[src/rtl/fetch_sequencer_pkg.sv]
// fetch_sequencer_pkg: shared sizes and sequencer state encoding
package fetch_sequencer_pkg;
    localparam int FS_ADDR_W = 5;
    localparam int FS_DATA_W = 32;
    typedef enum logic [1:0] {FS_IDLE, FS_LOAD, FS_RUN, FS_HALT} fs_state_t;
endpackage

[src/rtl/fetch_sequencer_next_pc.sv]
// fs_next_pc: redirect priority and end-of-program detection for the fetch pc
module fs_next_pc
    import fetch_sequencer_pkg::*;
#(
    parameter int ADDR_W = FS_ADDR_W
) (
    input  logic [ADDR_W-1:0] pc,
    input  logic [ADDR_W:0]   prog_len,
    input  logic              stall,
    input  logic              br_taken,
    input  logic [ADDR_W-1:0] br_target,
    input  logic              jmp_valid,
    input  logic [ADDR_W-1:0] jmp_target,
    output logic [ADDR_W-1:0] next_pc,
    output logic              redirect,
    output logic              last,
    output logic              out_of_range
);
    logic [ADDR_W-1:0] tgt;
    logic [ADDR_W:0]   inc;
    always_comb begin
        redirect     = !stall && (br_taken || jmp_valid);
        tgt          = br_taken ? br_target : jmp_target;
        inc          = {1'b0, pc} + (ADDR_W+1)'(1);
        last         = !stall && !redirect && inc == prog_len;
        out_of_range = redirect && {1'b0, tgt} >= prog_len;
        // pc freezes on any path into HALT
        next_pc      = (stall || last || out_of_range) ? pc : redirect ? tgt : inc[ADDR_W-1:0];
    end
endmodule

[src/rtl/fetch_sequencer.sv]
// fetch_sequencer: pc owner, program loader and IF/ID register for the instruction memory
module fetch_sequencer
    import fetch_sequencer_pkg::*;
#(
    parameter int ADDR_W = FS_ADDR_W,
    parameter int DATA_W = FS_DATA_W
) (
    input  logic              clk,
    input  logic              reset,
    input  logic              start,
    input  logic              load_mode,
    input  logic              load_valid,
    input  logic [DATA_W-1:0] load_data,
    output logic              load_ready,
    output logic [ADDR_W-1:0] imem_addr,
    input  logic [DATA_W-1:0] imem_instr,
    output logic              imem_we,
    output logic [ADDR_W-1:0] imem_waddr,
    output logic [DATA_W-1:0] imem_wdata,
    input  logic              stall,
    input  logic              br_taken,
    input  logic [ADDR_W-1:0] br_target,
    input  logic              jmp_valid,
    input  logic [ADDR_W-1:0] jmp_target,
    output logic              if_valid,
    output logic [DATA_W-1:0] if_instr,
    output logic [ADDR_W-1:0] if_pc,
    output logic              halted
);
    localparam logic [ADDR_W:0] FULL = (ADDR_W+1)'(2 ** ADDR_W);

    fs_state_t         state, state_n;
    logic [ADDR_W-1:0] pc, next_pc;
    logic [ADDR_W:0]   load_ptr, prog_len;
    logic              accept, redirect, last, out_of_range;

    fs_next_pc #(.ADDR_W(ADDR_W)) u_next_pc (
        .pc(pc),
        .prog_len(prog_len),
        .stall(stall),
        .br_taken(br_taken),
        .br_target(br_target),
        .jmp_valid(jmp_valid),
        .jmp_target(jmp_target),
        .next_pc(next_pc),
        .redirect(redirect),
        .last(last),
        .out_of_range(out_of_range)
    );

    always_comb begin
        load_ready = state == FS_LOAD && load_ptr < FULL;
        accept     = load_valid && load_ready;
        imem_we    = accept;
        imem_waddr = load_ptr[ADDR_W-1:0];
        imem_wdata = accept ? load_data : '0;
        imem_addr  = pc;
        halted     = state == FS_HALT;
    end

    always_comb begin
        state_n = state;
        case (state)
            FS_IDLE: state_n = load_mode ? FS_LOAD : start ? (prog_len == '0 ? FS_HALT : FS_RUN) : FS_IDLE;
            FS_LOAD: state_n = load_mode ? FS_LOAD : FS_IDLE;
            FS_RUN:  state_n = (last || out_of_range) ? FS_HALT : FS_RUN;
            default: state_n = state;
        endcase
    end

    always_ff @(posedge clk) begin
        if (reset) state <= FS_IDLE;
        else state <= state_n;
    end

    always_ff @(posedge clk) begin
        if (reset) begin
            pc       <= '0;
            load_ptr <= '0;
            prog_len <= FULL;
            if_valid <= 1'b0;
            if_instr <= '0;
            if_pc    <= '0;
        end else begin
            if (state == FS_IDLE && load_mode) load_ptr <= '0;
            if (state == FS_IDLE && !load_mode && start) pc <= '0;
            if (accept) load_ptr <= load_ptr + (ADDR_W+1)'(1);
            // a word accepted in the exit cycle still counts toward the program length
            if (state == FS_LOAD && !load_mode) prog_len <= load_ptr + (ADDR_W+1)'(accept);
            if (state == FS_RUN && !stall) begin
                pc       <= next_pc;
                if_valid <= !redirect;
                if (!redirect) begin
                    if_instr <= imem_instr;
                    if_pc    <= pc;
                end
            end
            if (state == FS_HALT) if_valid <= 1'b0;
        end
    end
endmodule

[config.mk]
export PLATFORM = sky130hd
export DESIGN_NAME = fetch_sequencer
export DESIGN_NICKNAME = d
export VERILOG_FILES = /design/src/rtl/fetch_sequencer_pkg.sv /design/src/rtl/fetch_sequencer_next_pc.sv /design/src/rtl/fetch_sequencer.sv
export SDC_FILE = /design/constraint.sdc
export NUM_CORES = 1
export LEC_CHECK = 0
export ABC_AREA = 1
export CAP_MARGIN = 10
export CORE_MARGIN = 2
export CORE_UTILIZATION = 42
export DETAILED_ROUTE_END_ITERATION = 8
export PLACE_DENSITY = 0.86
export SYNTH_ARGS = -nofsm -noshare
export SYNTH_HDL_FRONTEND = slang
export SYNTH_SLANG_ARGS = --single-unit
[constraint.sdc]
create_clock -name clk -period 4.36 [get_ports clk]
set_input_delay 0.872 -clock clk [delete_from_list [all_inputs] [get_ports clk]]
set_output_delay 0.872 -clock clk [all_outputs]
set_load 0.02 [all_outputs]
# Word level (Yosys, flattened, before mapping)
# Index checks and enable logic that the tools add are counted.
[totals]
ff_bits = 57
out_inout_bits = 83
[op_classes]
bitwise_logic = 1
eq_ne = 5
n_reduce_logical = 26
n_addsub = 3
order_cmp = 2
muxes = 14
[op_table]
columns = ["operator", "count"]
rows = [
  ["$mux W32", 1],
  ["$mux W5", 5],
  ["$mux W6", 2],
  ["$logic_and A1 B1 Y1", 11],
  ["$add A5 B1 Y6 const B", 1],
  ["$add A6 B1 Y6", 1],
  ["$add A6 B1 Y6 const B", 1],
  ["$eq A6 B6 Y1", 1],
  ["$ge A5 B6 Y1", 1],
  ["$logic_not A6 Y1", 1],
  ["$lt A6 B6 Y1 const B", 1],
  ["$pmux W2 S3", 1],
  ["$eq A2 B2 Y1 const B", 2],
  ["$logic_or A1 B1 Y1", 4],
  ["$mux W2", 2],
  ["$reduce_and A2 Y1", 2],
  ["$reduce_bool A2 Y1", 2],
  ["$logic_not A1 Y1", 3],
  ["$mux W1", 3],
  ["$reduce_bool A3 Y1", 1],
  ["$eq A2 B1 Y1 const B", 1],
  ["$logic_not A2 Y1", 1],
  ["$ne A2 B2 Y1 const B", 1],
  ["$reduce_or A2 Y1", 1],
  ["$not A1 Y1", 1],
]

# Logic depth before layout (Yosys ltp)
[logic_depth]
word_depth = 9
ltp_mapped = 14

# By module
# Synthesis repeated with hierarchy kept, for this count alone.
[unflattened]
cells_unflattened = 489
hier_area_um2 = 3428.3
[modules_own_cells]
columns = ["module", "cells_each", "area_each_um2", "n_inst"]
rows = [
  ["fetch_sequencer", 385, 2875.3, 1],
  ["fs_next_pc", 104, 553.0, 1],
]

# Worst setup path after synthesis
# No wires, ideal clock.
[synth_timing]
kind = "register to output"
from = "register state[1]"
to = "output port imem_wdata[10]"
setup_slack_ps = 1784
path_stages_with_launch = 8
required_time_ps = 3488
arrival_time_ps = 1704
n_path_buf = 1
cell_sequence = "dfxtp_1 inv_1 ha_1 inv_1 nor2_1 nand2_1 clkbuf_1 nor2_1"
[synth_via]
elab_chain_len = 4
[synth_rtl]
columns = ["item", "line_no", "rtl"]
rows = [
  ["start: declaration", "fetch_sequencer.sv:32", "fs_state_t state, state_n;"],
  ["start signal: assignment", "fetch_sequencer.sv:73", "else state <= state_n;"],
  ["$eq A2 B1 Y1", "fetch_sequencer.sv:52", "load_ready = state == FS_LOAD && load_ptr < FULL;"],
  ["$logic_and A1 B1 Y1", "fetch_sequencer.sv:52", ""],
  ["via load_ready", "fetch_sequencer.sv:14", "output logic load_ready,"],
  ["$logic_and A1 B1 Y1", "fetch_sequencer.sv:53", "accept = load_valid && load_ready;"],
  ["$mux W32", "fetch_sequencer.sv:56", "imem_wdata = accept ? load_data : '0;"],
  ["end: declaration", "fetch_sequencer.sv:19", "output logic [DATA_W-1:0] imem_wdata,"],
]
# The timed path passes the listed nets, and every way through them passes these cells.

# Worst setup path after layout
[layout_timing]
from = "input port load_valid"
to = "output port imem_wdata[21]"
[layout_via]
elab_chain_len = 2
[layout_rtl]
columns = ["item", "line_no", "rtl"]
rows = [
  ["start: declaration", "fetch_sequencer.sv:12", "input logic load_valid,"],
  ["$logic_and A1 B1 Y1", "fetch_sequencer.sv:53", ""],
  ["$mux W32", "fetch_sequencer.sv:56", ""],
]
# No other way between the ends.

==> results.json <==
{
  "yosysTopAreaCell": "dfxtp_1",
  "insertion_delay_ns": 0.33,
  "finalHoldViolCount": 0,
  "finalSetupTns_ns": 0,
  "slew_viol_final": 0,
  "maxCapViolations": 0,
  "grt_pass1_vias": 3032,
  "leakagePower_nw": 2.19,
  "cp.arrival_ns": 2.40,
  "finalSetupViolations": 0,
  "die-area_um2": 7950,
  "post_cts_buffers": 0,
  "ios": 165,
  "ctsResizeCount": 0,
  "die_h_um": 89.2,
  "synth.distinct_cells": 32,
  "grt_pass1_wl_um": 14300,
  "setup_slack_ns": 1.09,
  "syn_area_per_cell_um2": 6.68,
  "first_pass_iters": 4,
  "fin_skew_ns": 0.00641,
  "power_mw": 1.38,
  "layout-drive-gt1-share_pct": 6.00,
  "num_antenna_cells": 0,
  "globalRouteOverflowTotal": 0,
  "groute.usage.overall_pct": 23.0,
  "critPathRequiredTime_ns": 3.49,
  "routedWlPerCell_um": 13.1,
  "root_buffer": "clkbuf_8",
  "final_net_count": 709,
  "timing.final.crit_share_pct": 75.1,
  "synth-seq-cells": 57,
  "die-width_um": 89.2,
  "vias_per_cell": 4.78,
  "max_slew.worst_pin.slew_ns": 0.563,
  "dp_cells": 700,
  "slew_headroom_pct": 62.4,
  "initial_utilization_pct": 42.7,
  "htree_levels": 3,
  "hold_ws_ns": 0.502,
  "place_area_um2": 4730,
  "power_density_nw_per_um2": 277,
  "gp_congestion": 0.875,
  "synth_sequential_area_ratio_pct": 37.5,
  "antenna_found_initial": 0,
  "cts_tree": "built",
  "cts_inserted_buffers": 9,
  "ant_nets": 0,
  "final_core_util_pct": 69.5,
  "drtIter0Drc": 195,
  "design_area_um2": 4960,
  "crit_fanout": 36,
  "grt_max_degree": 37,
  "syn_inst": 456,
  "dp_hpwl_um": 7210,
  "cts-hold-fix-buffers": 0,
  "drc_errors": 0,
  "io_buffer_count": 164,
  "clockBufferDepth": 2,
  "layout.cells.non_filler": 716,
  "final_common_cell": "clkdlybuf4s50_1",
  "core-area_um2": 7140,
  "synth_top_area_share_pct": 37.5,
  "critPathKind": "in2out",
  "wl_um": 9390,
  "grt_setup_unrepaired": "false",
  "peakVddDrop_v": 0.000216,
  "final_cell_mix": "clkdlybuf4s50_1 (164), nor2_1 (113), inv_1 (62)",
  "syn_area_um2": 3050,
  "end_kind": "output port",
  "clkSlewWorstSetupHoldPaths_ns": 0.06,
  "syn_to_final_growth_pct": 62.9,
  "outcome": "completed",
  "via_count": 3426,
  "pre_cts_slack_ns": 1.09,
  "timing.fmax_mhz": 306,
  "rows": 31,
  "fin_crit_ns": 3.27,
  "hold_class": "reg2reg",
  "synth_nets": 553,
  "synth_area_leaders": "dfxtp_1 (37%), nor2_1 (14%), inv_1 (7.6%)",
  "synth_warnings": 0,
  "cp-start-kind": "input pin",
  "cts_sinks": 57
}
-- power by group --
group,switching [mW],internal (mW)
combinational,0.131,0.137
clock,0.207,0.351
sequential,0.0149,0.535
total,0.353,1.02
-- synthesized netlist by cell type, drive strengths merged --
cell / instances
nor2: 117
inv: 68
dfxtp: 57
nand2: 56
o21ai: 52
a21oi: 23
clkbuf: 16
nand3: 16
ha: 15
nand4: 9
buf: 6
o211ai: 4
xor2: 4
a211oi: 3
a31oi: 2
clkinv: 2
a21o: 1
a22oi: 1
nor3: 1
o21a: 1
or2: 1
xnor2: 1
-- state kept, by name, indices dropped and copies added (netlist names) --
name	flops
state	2
if_pc	5
if_instr	32
imem_addr	5
load_ptr	6
prog_len	6
if_valid	1
-- area by class of cell --
type / instances / area (um^2)
Inverter: 70 / 264
Clock buffer: 11 / 151
Fill cell: 582 / 2170
Sequential cell: 57 / 1140
Multi-Input combinational cell: 307 / 1540
Tap cell: 99 / 124
Clock inverter: 5 / 77.6
Timing Repair Buffer: 167 / 1660
-- worst max-delay path, stage by stage --
cell and delay [ns]:
clkdlybuf4s50_1 0.45, nand2_1 0.05, buf_4 0.24, nor2_1 0.14, clkdlybuf4s50_1 0.64
-- per-layer routing --
metal  share of wire [%]  GRT usage (%)  wire length, um
met5                   0              0                0
met4                 2.0           9.50              192
met3                 4.7           6.56              440
met2                  51           36.4             4780
met1                  42           29.4             3970
-- final timing paths --
check                   start             end  slack (ns)  depth (start not counted)
hold reg to reg   load_ptr[5]     load_ptr[5]        0.50                          2
setup reg to reg     state[1]     prog_len[4]        2.10                         13
setup / recovery   load_valid  imem_wdata[21]        1.09                          5
hold / removal    load_ptr[5]     load_ptr[5]        0.50                          2
-- cell families (layout without fill, tap and decap cells) --
family                   count (synthesis)  in the layout  share of synthesized area, %
flip-flops                              57             57                          37.5
adder cells (fa/ha/maj)                 15             15                          6.16
AND/OR/NAND/NOR                        200            200                          27.4
AO/OA/AOI/OAI                           87             87                          15.2
XOR/XNOR                                 5              5                          1.68
buffers and inverters                   92            253                          12.0
(Power assumes the default switching activity.)
==> patch 1: new RTL, same flow settings <==
`FS_ADDR_W`: 5 -> 4.
--- a/src/rtl/fetch_sequencer_pkg.sv
+++ b/src/rtl/fetch_sequencer_pkg.sv
@@ -2,3 +2,3 @@
 package fetch_sequencer_pkg;
-    localparam int FS_ADDR_W = 5;
+    localparam int FS_ADDR_W = 4;
     localparam int FS_DATA_W = 32;
Ports: changed (5 resized); port bits go from 165 to 160. No check against the original RTL was run, so the function may have changed too.
==> patch 1 against the original RTL <==
  * The run now ends with DRC left
  * Setup slack got worse by 0.065 ns
  * Hold slack got worse by 0.018 ns
  * Sequential cell count fell by 4
  * Area after synthesis fell by 7.8%
  * Total power fell by 17%
  * Synthesized cell count fell by 8.6%
  * Largest cell class unchanged
  * Routed wire length fell by 8.5%
  * Final area fell by 9.5%
==> patch 1: results (changes against the original RTL) <==
ys_top_cells_by_area: "dfxtp_1, nor2_1, inv_1, o21ai_0, ha_1"
syn_inst: 417  # -8.6%
pwr_density_cell_nw_per_um2: 256  # -7.8%
rr_endpoint: "prog_len[4]"
antenna_found_initial: 1  # +1
violations: "DRC"
grt_pass1_wl_mm: 14.4  # +0.58%
placed_cell_area_um2: 4410  # -6.9%
arrival_ns: 2.47  # +0.07 ns
viasPerCell: 4.92  # +2.8%
wirelength_mm: 8.59  # -8.5%
yosys-top-cells-count: "nor2_1, inv_1, dfxtp_1"
cts_buffers: 5  # -4
drc_errors: 15  # +15
hold_end: "if_valid"
status: "complete, but fails checks"
fin_worst_skew_ns: 0.00443  # -0.00197 ns
yosysUniqueCellTypes: 30  # -6.3%
p_leak_nw: 2.02  # -7.8%
dp_hpwl_mm: 6.70  # -7.1%
grt_max_degree: 43  # +16%
drive_gt1_share_pct: 3.89  # -2.1 points
place_ws_ns: 1.01  # -0.0752 ns
synth-seq-area-share_pct: 37.8  # +0.32 points
dpl.cell_count: 635  # -9.3%
firstDrtPassIters: 9  # +5
nets: 659  # -7.1%
patch 1: cell types whose count changed after synthesis, sizes merged, moves of 4 or more:
| cell | unedited run | this run |
|---|---|---|
| nor2 | 117 | 108 |
| nand2 | 56 | 48 |
| a21oi | 23 | 17 |
| clkbuf | 16 | 10 |
| buf | 6 | 10 |
| dfxtp | 57 | 53 |
| nand4 | 9 | 5 |
| o21ai | 52 | 48 |
patch 1: layout make-up:
cell class	count	area, µm²	area share (%)
antenna	1	2.50	0.0557
clock buffer	8	80.1	1.78
inverter	71	267	5.94
multi-input combinational	273	1380	30.7
sequential	53	1060	23.6
tap	77	96.3	2.15
timing repair buffer	161	1610	35.8
patch 1: worst max path at each step:
stage                endpoint  slack (ns)
2_1_floorplan  imem_wdata[10]        1.82
3_3_place_gp          imem_we        1.06
3_5_place_dp          imem_we        1.01
4_1_cts               imem_we        1.01
5_1_grt               imem_we        0.93
6_report              imem_we        1.02
patch 1: report_power, final:
part	leakage, nW	internal (mW)	switching, mW
Combinational	1.55	0.175	0.184
Sequential	0.429	0.504	0.0192
Clock	0.0395	0.115	0.150
Total	2.02	0.794	0.354
patch 1: kinds of logic after synthesis:
kind of cell	count (synthesis)	share of synthesized area (%)
muxes	1	0.357
adders and majority gates	14	6.24
and+or+nand+nor	180	26.9
DFF	53	37.8
xor gates and xnor gates	5	1.56
buffers and inverters	91	13.2
AOI/OAI and AO/OA	73	13.9
patch 1: worst max-delay path: stages:
cell,delay (ns)
clkdlybuf4s50_1,0.46
nand2_1,0.05
buf_4,0.23
inv_1,0.21
clkdlybuf4s50_1,0.64
patch 1: per-layer routing:
layer | up-vias | routed length [µm] | global-route usage (%)
li1 | 1588 | - | -
met1 | 1408 | 3210 | 26.2
met2 | 155 | 4250 | 42.5
met3 | 16 | 954 | 8.37
met4 | 0 | 175 | 10.1
met5 | - | 0 | 0
==> patch 2: new RTL, config.mk and constraints unchanged <==
Without the edit above. Reset style: asynchronous (`reset`), changed in 2 clocked blocks.
--- a/src/rtl/fetch_sequencer.sv
+++ b/src/rtl/fetch_sequencer.sv
@@ -70,3 +70,3 @@
 
-    always_ff @(posedge clk) begin
+    always_ff @(posedge clk or posedge reset) begin
         if (reset) state <= FS_IDLE;
@@ -75,3 +75,3 @@
 
-    always_ff @(posedge clk) begin
+    always_ff @(posedge clk or posedge reset) begin
         if (reset) begin
Formal check against the unedited RTL: differs if reset is asserted again (counterexample within 4 cycles, from zero or initial values and one cycle with reset high); with reset held inactive, the same outputs for 10 cycles.
==> patch 2 against the original RTL <==
  * Hold slack lost 0.013 ns
  * Routed wire length decreased by 11%
  * Area after synthesis is 5.3% higher
  * Synthesized cell count down 20%
  * Sequential cell count unchanged
  * Non-clock buffer count is 1 lower
  * Setup slack about the same
  * Fmax about the same
  * Final area up 2.7%
  * Final cell count is 12% lower
  * Critical path type unchanged
  * Largest cell class unchanged
Power is not compared: it rests on default switching activity, and its combinational part moved more than twofold at a synthesized area within 25%.
==> patch 2: results (changes against the original RTL) <==
status: "complete, no violations"
placed_cell_area_um2: 4880  # +3.2%
slowest_stage: "clkdlybuf4s50_1"
hold_end: "if_instr[1]"
ys_top_cells_by_area: "dfrtp_1, mux2_1, nand2_1, inv_1, ha_1"
nets: 625  # -12%
synth_fp_nets: 463  # -16%
yosys-top-cells-count: "nand2_1, inv_1, dfrtp_1"
place_ws_ns: 1.09  # +0.00660 ns
wl_per_cell_um: 13.2  # +0.44%
wirelength_mm: 8.32  # -11%
area.growth.synth_to_final_pct: 58.9
rr_endpoint: "prog_len[4]"
grt_pass1_wl_mm: 13.8  # -3.5%
critical_path_peak_fanout: 40  # +11%
cpPeakStageDelay_ns: 0.62  # -0.02 ns
fillers: 535  # -8.1%
maxSlewHeadroom_pct: 38.8  # -24 points
fin_worst_skew_ns: 0.00839  # +0.00198 ns
r2r_slack_ns: 2.08  # -0.02 ns
clk_latency_ns: 0.33  # about the same
yosysUniqueCellTypes: 36  # +13%
r2r_cells: 12  # -1
grtUsageTotal_pct: 21.0  # -2.0 points
dr.first_iter.drc_count: 86  # -56%
dp_hpwl_mm: 6.55  # -9.1%
ys_async_sr_fraction_pct: 100  # +100 points
gp_congestion: 0.851  # -2.7%
hp-start: "if_instr[1]"
first_global_vias: 3200  # +5.5%
reg2reg_from: "state[1]"
dpl.cell_count: 616  # -12%
synth-seq-area-share_pct: 44.5  # +7.0 points
synth-main-ff-cell: "dfrtp_1"
vias: 3034  # -11%
drive_gt1_share_pct: 6.38  # +0.38 points
hold_ws_ns: 0.489  # -0.0131 ns
==> patch 2: cell types whose count changed after synthesis, sizes merged, moves of 12 or more <==
cell | before | now
o21ai | 52 | 19
nor2 | 117 | 45
dfrtp | 0 | 56
mux2 | 0 | 33
a21oi | 23 | 11
dfxtp | 57 | 0
==> patch 2: how the worst max path moves through the flow <==
stage / slack [ns] / start / to / cells after the start
finish: 1.09 / load_valid / imem_wdata[17] / 5
global route: 0.96 / state[1] / imem_wdata[15] / 8
CTS: 1.07 / state[1] / imem_wdata[17] / 8
detailed placement: 1.09 / load_valid / imem_wdata[21] / 5
global placement: 1.10 / load_valid / imem_wdata[8] / 5
floorplan: 1.63 / state[1] / imem_wdata[21] / 8
==> patch 2: cell type report <==
class / instances / share of cell area (%)
Inverter: 64 / 4.74
Multi-Input combinational cell: 230 / 28.2
Sequential cell: 57 / 28.0
Clock inverter: 5 / 1.57
Timing Repair Buffer: 166 / 32.5
Clock buffer: 11 / 2.58
Tap cell: 99 / 2.43
==> patch 2: metal layers <==
metal | track usage, % | part of all wire, % | vias up
met5 | 0 | 0 | -
met4 | 11.6 | 3.1 | 0
met3 | 5.89 | 8.7 | 19
met2 | 37.6 | 50 | 152
met1 | 21.9 | 38 | 1384
li1 | - | - | 1479
==> patch 2: kinds of logic after synthesis <==
group           Yosys count  synth area share [%]
compound gates           38                  6.52
xor+xnor                  6                  1.87
fa+ha+maj                15                  5.85
buf+inv                  79                  10.7
flops                    57                  44.5
mux                      34                  11.9
simple gates            137                  18.6
==> patch 2: power breakdown <==
group          internal (mW)  switching [mW]  leakage, nW
Clock                  0.321           0.214       0.0995
Sequential             0.531         0.00138        0.752
Combinational         0.0758          0.0436         1.68
